`src/rtl/serial_pkg.sv`:
```
// rtl/serial_pkg.sv - shared FSM encoding and default width for the serial subtractor
package serial_pkg;

  localparam int DEFAULT_WIDTH = 8;

  typedef enum logic [1:0] {
    IDLE = 2'b00,
    RUN  = 2'b01,
    DONE = 2'b10
  } state_t;

endpackage

```
`src/rtl/full_subtractor.sv`:
```
// rtl/full_subtractor.sv - combinational one-bit full subtractor cell (x - y - bin)
module full_subtractor (
  input  logic x,
  input  logic y,
  input  logic bin,
  output logic d,
  output logic bout
);

  assign d    = x ^ y ^ bin;
  assign bout = (~x & y) | (~(x ^ y) & bin);

endmodule

```
`src/rtl/serial_subtractor.sv`:
```
// rtl/serial_subtractor.sv - bit-serial a - b, LSB first, one bit per clock
// Optional signed overflow output enabled by SERIAL_SUB_OVERFLOW_EN.
module serial_subtractor
  import serial_pkg::*;
#(
  parameter int WIDTH = DEFAULT_WIDTH
) (
  input  logic             clk,
  input  logic             rst,
  input  logic             start,
  input  logic [WIDTH-1:0] a,
  input  logic [WIDTH-1:0] b,
  output logic             busy,
  output logic             done,
  output logic [WIDTH-1:0] diff,
  output logic             borrow
`ifdef SERIAL_SUB_OVERFLOW_EN
  ,
  output logic             overflow
`endif
);

  localparam int CW = (WIDTH > 1) ? $clog2(WIDTH) : 1;

  state_t           state;
  state_t           state_nx;
  logic [WIDTH-1:0] a_sr;
  logic [WIDTH-1:0] b_sr;
  logic [WIDTH-1:0] diff_r;
  logic             bin_r;
  logic [CW-1:0]    cnt;
  logic             bit_d;
  logic             bit_bout;
  logic             last_bit;

  full_subtractor u_cell (
    .x    (a_sr[0]),
    .y    (b_sr[0]),
    .bin  (bin_r),
    .d    (bit_d),
    .bout (bit_bout)
  );

  assign last_bit = (cnt == CW'(WIDTH - 1));

  always_ff @(posedge clk or posedge rst) begin
    if (rst) begin
      state <= IDLE;
    end else begin
      state <= state_nx;
    end
  end

  always_comb begin
    state_nx = state;
    busy     = 1'b0;
    done     = 1'b0;
    case (state)
      IDLE: begin
        if (start) begin
          state_nx = RUN;
        end
      end
      RUN: begin
        busy = 1'b1;
        if (last_bit) begin
          state_nx = DONE;
        end
      end
      DONE: begin
        done     = 1'b1;
        state_nx = IDLE;
      end
      default: begin
        state_nx = IDLE;
      end
    endcase
  end

  // diff fills from the MSB end, so after WIDTH shifts bit 0 holds the LSB result
  always_ff @(posedge clk or posedge rst) begin
    if (rst) begin
      a_sr   <= '0;
      b_sr   <= '0;
      diff_r <= '0;
      bin_r  <= 1'b0;
      cnt    <= '0;
    end else begin
      case (state)
        IDLE: begin
          if (start) begin
            a_sr  <= a;
            b_sr  <= b;
            bin_r <= 1'b0;
            cnt   <= '0;
          end
        end
        RUN: begin
          a_sr   <= a_sr >> 1;
          b_sr   <= b_sr >> 1;
          diff_r <= {bit_d, diff_r[WIDTH-1:1]};
          bin_r  <= bit_bout;
          cnt    <= cnt + CW'(1);
        end
        default: begin
        end
      endcase
    end
  end

  assign diff   = diff_r;
  assign borrow = bin_r;

`ifdef SERIAL_SUB_OVERFLOW_EN
  logic ovf_r;

  // On the last bit the shift registers hold the operand sign bits
  always_ff @(posedge clk or posedge rst) begin
    if (rst) begin
      ovf_r <= 1'b0;
    end else if (state == RUN && last_bit) begin
      ovf_r <= (a_sr[0] ^ b_sr[0]) & (bit_d ^ a_sr[0]);
    end
  end

  assign overflow = ovf_r;
`endif

endmodule

```
`config.mk`:
```
export PLATFORM = sky130hd
export DESIGN_NAME = serial_subtractor
export DESIGN_NICKNAME = d
export VERILOG_FILES = /design/src/rtl/serial_pkg.sv /design/src/rtl/full_subtractor.sv /design/src/rtl/serial_subtractor.sv
export SDC_FILE = /design/constraint.sdc
export NUM_CORES = 1
export LEC_CHECK = 0
export BUFFER_PORTS_ARGS = -buffer_cell sky130_fd_sc_hd__buf_2
export CORE_AREA = 4 4 68 70
export DETAILED_ROUTE_END_ITERATION = 16
export DIE_AREA = 0 0 72 74
export GPL_TIMING_DRIVEN = 0
export PLACE_DENSITY = 0.59
export SYNTH_ARGS = -nofsm -noshare
export SYNTH_HDL_FRONTEND = slang
export SYNTH_SLANG_ARGS = --single-unit
```
`constraint.sdc`:
```
create_clock -name clk -period 1.3 [get_ports clk]
set_input_delay 0.26 -clock clk [delete_from_list [all_inputs] [get_ports clk]]
set_output_delay 0.26 -clock clk [all_outputs]
set_load 0.01 [all_outputs]
```
## After elaboration in Yosys (flattened, before gate mapping)

Cells that the tools add are included.

- Bits in registers: 30
- Input bits: 19
- Output and inout port bits: 11
- Logic and storage cells: 36

- Add/sub/neg operators: 1
- Eq/ne operators: 5
- Mux-type cells: 13
- Bitwise gates (word level): 7
- Reduce and logical (&&, ||, !) cells: 4

Operators by type and width:

| cell | count |
|---|---|
| case mux 8 bit (2 select lines) | 2 |
| 2-to-1 mux 8 bit | 2 |
| case mux 3 bit (2 select lines) | 1 |
| 2-to-1 mux 2 bit | 2 |
| != test 2 bit (second input constant) | 2 |
| case mux 2 bit (2 select lines) | 1 |
| AND reduction 2 bit | 2 |
| adder 3 x 1 -> 3 bit (second input constant) | 1 |
| equality test 3 bit (second input constant) | 1 |
| 2-to-1 mux 1 bit | 3 |
| 2-to-1 mux 3 bit | 1 |
| AND 1 bit | 2 |
| equality test 2 x 1 -> 1 bit (second input constant) | 1 |
| equality test 2 bit (second input constant) | 1 |
| zero test 2 bit | 1 |
| inverter 1 bit | 2 |
| case mux 1 bit (2 select lines) | 1 |
| nonzero test 2 bit | 1 |
| bitwise XOR 1 bit | 2 |
| bitwise OR 1 bit | 1 |

## Depth between registers and ports, before layout

Gate-level depths: netlist (run 1).

- Word-level depth: 5
- Depth in mapped cells: 5
- Mapped depth without buffers: 4

## Modules after synthesis

From an unflattened synthesis (run 1), not the netlist that was laid out.

- Cell total of the unflattened synthesis: 130
- Area, all modules: 1539.0 um^2

Modules (own cells, without submodules):

| module | instances | cells each | area an instance (um^2) | sequential area each (um^2) |
|---|---|---|---|---|
| serial_subtractor | 1 | 126 | 1507.7 | 750.7 |
| full_subtractor | 1 | 4 | 31.3 | 0.0 |

## Least setup slack after synthesis (run 1)

Ideal clock, no wire load.

- Kind: register -> register
- From: register state[1]
- To: register diff_r[0] (netlist: diff[0])
- Library setup time: 127 ps
- Arrival time: 1191 ps
- Required time: 1173 ps
- Path slack: -18 ps
- Stages on the path, launching flop included: 6
- Path buffers: 3
- Period minus slack after synthesis: 1318 ps
- Cells stage by stage: dfrtp_1 -> buf_2 -> nor2b_1 -> buf_6 -> buf_6 -> mux2_1

- Cells in the longest elaborated chain, start to end: 1

Ends and longest elaborated chain:

| item | line | source |
|---|---|---|
| start: declaration | serial_subtractor.sv:25 | `state_t state;` |
| start signal: assignment | serial_subtractor.sv:50 | `state <= state_nx;` |
| equality test 2 x 1 -> 1 bit | serial_subtractor.sv:89 | `case (state)` |
| end signal: assignment | serial_subtractor.sv:101 | `diff_r <= {bit_d, diff_r[WIDTH-1:1]};` |
| end: declaration | serial_subtractor.sv:29 | `logic [WIDTH-1:0] diff_r;` |

Every way passes these cells.
A chain may end at the register's enable or synchronous reset.

## Worst setup path after layout (run 1)

- From: register state[1]
- To: output done

- Cells in the longest elaborated chain, start to end: 2

Ends and longest elaborated chain:

| item | line | source |
|---|---|---|
| equality test 2 bit | serial_subtractor.sv:58 | `case (state)` |
| 2-to-1 mux 1 bit | serial_subtractor.sv:58 |  |
| end: declaration | serial_subtractor.sv:14 | `output logic done,` |

Every way passes these cells.

==> results.md, run 1 <==
- Top delay family on crit path: buffers and inverters
- Worst path bufs/invs: 3
- Status: complete, but fails checks
- Max incr delay on CP: approximately 370 ps
- Startpoint types: flop
- Post-synth cell types: 25
- Leakage: 0.9067 nW
- Final total power: 4.521 mW
- Final cell count without fillers: between 200 and 250
- Syn-to-layout area delta: 28.69%
- Wire per inst: between 15 and 20 um
- Number of CTS-inserted buffers: 5
- DRT Pass-1 Iters: 4
- RR Startpoint: state[0]
- Chip height: ~74 um
- Initial Util: 36.89%
- RSZ-0062 raised after global routing: yes
- Reg2Reg Depth: 3
- Failing checks: setup timing
- Share of cells above drive strength 1: 39.39%
- Final global-route overflow total: 0
- # IOs: 30
- Vias per cell: 5.037
- CP arrival: 1170 ps
- Layout Nets: 188
- Clock H-tree levels: 2
- Row Count: 23
- Max cap viols: 0
- Critical path class: flop to output pin
- DRC: 0
- Final min period: about 1400 ps
- Cts hold-fix bufs: 0
- Slew margin rel.: ~56%
- CP max-delay cell: dfrtp_1
- Worst EP required: between 1000 and 1500 ps
- Final Hold Viols: 0
- Ys Warns: 0
- Worst-Skew Late Latency: 280 ps
- Total GRT Usage: between 10% and 20%
- Commonest non-fill, non-tap cell in the layout: buf_2
- Post-synthesis cell area: roughly 1500 um^2
- Worst min path class: input pin to asynchronous set/reset pin
- CTS clock-pin slew for the worst setup and hold paths: approximately 60 ps
- Fin util: between 40% and 50%
- Global-route wire length before repair: approximately 5.7 mm
- Post-route ant nets: 0
- Largest area contributor in the synthesized netlist: dfrtp_1
- Fmax: approximately 700 MHz
- CTS root buf: clkbuf_8
- Power per Cell Area: about 2400 nW/um^2
- Post-synth top area share: about half
- Vias after detailed routing: 1083
- Crit path max fanout: 6
- CTS Buffer Depth: 2
- Highest ir drop seen on vdd: approximately 0.00097 V
- Initial antenna violation count: 0
- Post-Synthesis Cells: between 100 and 150
- Vias in the first global route: about 1200
- CTS tree: yes
- Worst-margin pin slew: about 650 ps
- ANT cells: 0
- GPL Wtd Cong: between 0.7 and 0.8
- Reg2reg setup slack: -40 ps
- FF+latch count, synth: 30
- Worst reg2reg endpoint: a_sr[5]
- Inst Count DP: just over 200
- Tcrit/Tclk final: 109.7%
- PortBufs: 28
- Largest net degree at the start of global routing: 31
- Final wirelength: 3.264 mm
- Skew final: between 6 and 7 ps
- Die width: between 70 and 80 um
- Die area: roughly 5300 um^2
- Worst-path cell chain: buf_6, clkbuf_16, nor2b_1, buf_2
- DRT iter0 DRCs: 66
- Ranking of synthesized cells by area: dfrtp_1, nor3b_1, mux2_1, a221oi_1, inv_1
- CTS Sinks: 30
- Detailed placement HPWL: roughly 2.2 mm
- Endpoint type of the worst setup path: output pin
- Core area: about 4000 um^2
- PnR worst setup slack: -125.5 ps
- Syn Nets: 150
- Synth Area per Inst: between 10 and 15 um^2
- Seq/Total Area, Yosys: between 50% and 60%
- Commonest non-fill, non-tap cells in the layout: buf_2, dfrtp_1, inv_1, nor3b_1, nor2_1
- Final setup fails: 4
- Max-slew violation count: 0
==> sequential cells by signal (all words and copies together), names as in the netlist <==
name    count
a_sr        8
state       2
borrow      1
b_sr        8
diff        8
cnt         3
==> Yosys cell counts <==
library cell and number:
dfrtp_1 30, a221oi_2 4, nand2_1 2, mux2i_1 1, buf_6 2, o21bai_4 1, o221ai_1 2, and2_1 1
a221oi_1 8, a211oi_1 2, o21ba_1 1, or2_2 1, nor4b_1 4, nand3b_1 2, nor3b_1 12, buf_2 4
clkbuf_1 5, ha_1 2, a22o_1 3, mux2_2 1, fa_1 1, inv_1 18, nor2b_1 4, mux2_1 7
nor2_1 10
==> worst max path at each step <==
| stage | depth (start not counted) | startpoint | slack [ps] | endpoint |
|---|---|---|---|---|
| 3_5_place_dp | 2 | rst | -90 | a_sr[6] |
| 5_1_grt | 4 | state[1] | -170 | done |
| 3_3_place_gp | 4 | state[0] | -70 | diff[0] |
| 4_1_cts | 4 | state[1] | -150 | done |
| 2_1_floorplan | 4 | state[0] | 30 | diff[0] |
| 6_report | 4 | state[1] | -130 | done |
==> metrics by stage <==
stage / TNS, ps / hold slack (ps) / worst slack [ps] / area [um^2]
6_report: -204.5 / 66.57 / -125.5 / 1886
5_1_grt: -1287 / 126.0 / -168.7 / 1886
4_1_cts: -441.7 / 296.2 / -146.1 / 1869
3_5_place_dp: -3118 / 478.6 / -92.24 / 1685
3_3_place_gp: -227.4 / 464.4 / -71.74 / 1685
2_1_floorplan: 0 / 350.8 / 26.35 / 1483
==> cell families after synthesis <==
| group | Yosys count | synth area share (%) |
|---|---|---|
| multiplexers | 9 | 6.832 |
| AO/OA/AOI/OAI | 21 | 14.86 |
| adder cells (fa/ha/maj) | 3 | 3.074 |
| AND/OR/NAND/NOR | 36 | 15.20 |
| buffers and inverters | 29 | 8.796 |
| flip-flops | 30 | 51.24 |
==> routing by layer <==
layer	GRT usage (%)	part of all wire [%]	vias to the layer above
met3	5.000	7.2	4
met1	17.15	43	525
li1	-	-	518
met4	3.132	0.86	0
met2	22.86	49	36
met5	0	0	-
==> power breakdown <==
part / total, mW / switching, mW / internal [mW]
logic: 2.11 / 0.941 / 1.17
clock network: 0.728 / 0.321 / 0.407
registers: 1.68 / 0.290 / 1.39
==> worst register-to-register path: stages (launching register included) <==
cell	delay, ps
dfrtp_2	430
buf_1	410
nor3b_1	290
a221oi_1	80
==> timing repair <==
item                                    CTS  global route
resized for setup                        21            11
buffers inserted                          4             1
pin swaps                                 0             2
endpoints found under the setup margin   15            27
==> layout make-up <==
class	count	area, um^2
Multi-Input combinational cell	69	644.4
Buffer	9	81.33
Sequential cell	30	752.0
Timing Repair Buffer	33	191.4
Clock buffer	6	82.58
Tap cell	50	62.56
Inverter	18	71.32
Fill cell	385	2086
Note: power is estimated with default switching activity, not from simulation.
==> run 2, diff against run 1 <==
--- a/config.mk
+++ b/config.mk
@@ -11,6 +11,7 @@
 export DIE_AREA = 0 0 72 74
 export GPL_TIMING_DRIVEN = 0
 export PLACE_DENSITY = 0.59
+export SKIP_CTS_REPAIR_TIMING = 1
 export SYNTH_ARGS = -nofsm -noshare
 export SYNTH_HDL_FRONTEND = slang
 export SYNTH_SLANG_ARGS = --single-unit
==> results.md, run 2 (synthesis results as in run 1) <==
- Skew final: slightly above 5 ps
- Critical path class: flop to output pin
- Core area: 3971 um^2
- Tcrit/Tclk final: 111.2%
- Highest ir drop seen on vdd: around 0.0010 V
- Vias in the first global route: between 1000 and 1500
- Filler Cell Count: between 300 and 400
- Number of CTS-inserted buffers: 5
- DRT iter0 DRCs: 29
- CTS root buf: clkbuf_8
- PortBufs: 28
- DRT Pass-1 Iters: 4
- Final wirelength: roughly 3.2 mm
- Failing checks: setup timing
- ANT cells: 0
- CTS tree: yes
- Fmax: about 700 MHz
- Initial antenna violation count: 0
- CTS Buffer Depth: 2
- Worst-margin pin slew: ~650 ps
- Leakage: about 0.93 nW
- Largest net degree at the start of global routing: 31
- Die width: ~70 um
- Layout Nets: roughly 190
- Final total power: 4.784 mW
- Worst EP required: 1040 ps
- Worst min path class: input pin to asynchronous set/reset pin
- RSZ-0062 raised after global routing: yes
- Reg2Reg Depth: 6
- Startpoint types: flop
- GPL Wtd Cong: 0.7420
- Total GRT Usage: 13.19%
- Vias after detailed routing: ~1100
- # IOs: 30
- Vias per cell: 5.041
- Slew margin rel.: between 50% and 60%
- Detailed placement HPWL: roughly 2.2 mm
- Max cap viols: 0
- Final cell count without fillers: 220
- Share of cells above drive strength 1: 44.12%
- Place WS: -92.24 ps
- Syn-to-layout area delta: 33.30%
- Final Hold Viols: 0
- Chip height: 74 um
- Inst Count DP: approximately 210
- CTS Sinks: 30
- Row Count: 23
- Clock H-tree levels: 2
- Commonest non-fill, non-tap cells in the layout: dfrtp_1, buf_2, inv_1, nor3b_1, nor2_1
- Max-slew violation count: 0
- Post-route ant nets: 0
- Endpoint type of the worst setup path: output pin
- CP arrival: 1190 ps
- Wire per inst: around 15 um
- Final global-route overflow total: 0
- Die area: 5328 um^2
- Crit path max fanout: 7
- Status: complete, but fails checks
- Initial Util: a little under two fifths
- Commonest non-fill, non-tap cell in the layout: dfrtp_1
- CTS clock-pin slew for the worst setup and hold paths: approximately 60 ps
- Global-route wire length before repair: 5.430 mm
- DRC: 0
- Worst-Skew Late Latency: between 200 and 300 ps
- Final setup fails: 15
- Fin util: between 40% and 50%
- PnR worst setup slack: -145.6 ps
- Min Hold Slack: roughly 76 ps
- Power per Cell Area: about 2400 nW/um^2
- Final min period: 1446 ps
run 2: cell types whose count changed in the layout (fill, tap and decap cells not counted), moves of 2 or more:
cell,change
clkbuf_2,+3
buf_6,+4
a211oi_1,-2
buf_12,+2
a211oi_2,+2
buf_2,-2
run 2: metal layers:
metal	track usage, %	vias up	wire length, um
li1	-	533	-
met1	16.20	539	1422
met2	22.14	33	1530
met3	5.000	4	220
met4	3.132	0	28
met5	0	-	0
run 2: worst paths after layout:
kind                            end     start  slack, ps
setup / recovery               busy  state[1]       -150
hold / removal              diff[6]       rst         80
setup reg to reg            diff[0]  state[1]        -60
hold reg to reg             b_sr[7]   b_sr[7]        510
max in group asynchronous  state[0]       rst        820
min in group clk            a_sr[0]      a[0]        300
run 2: area by class of cell:
type | instances | area, um^2 | share of cell area [%]
sequential | 30 | 752.0 | 38.50
inverter | 18 | 71.32 | 3.652
buffer | 11 | 107.6 | 5.509
timing repair buffer | 36 | 226.5 | 11.60
tap | 50 | 62.56 | 3.203
clock buffer | 6 | 82.58 | 4.228
multi-input combinational | 69 | 650.6 | 33.31
run 2: per-stage QoR:
stage / setup TNS [ps] / area, um^2
after floorplan: 0 / 1483
after global placement: -227.4 / 1685
after detailed placement: -3118 / 1685
after CTS: -1149 / 1768
after global routing: -1574 / 1953
final: -696.2 / 1953
run 2: critical path, cell delays in order, from the launching register on:
cell,delay (ps)
dfrtp_1,380
buf_6,140
nor2b_4,100
buf_6,110
buf_12,90
buf_6,90
run 2: where the power goes:
group	switching (mW)	total (mW)	internal (mW)
Clock	0.307	0.713	0.407
Sequential	0.274	1.67	1.39
Combinational	1.02	2.40	1.38
Total	1.60	4.78	3.18
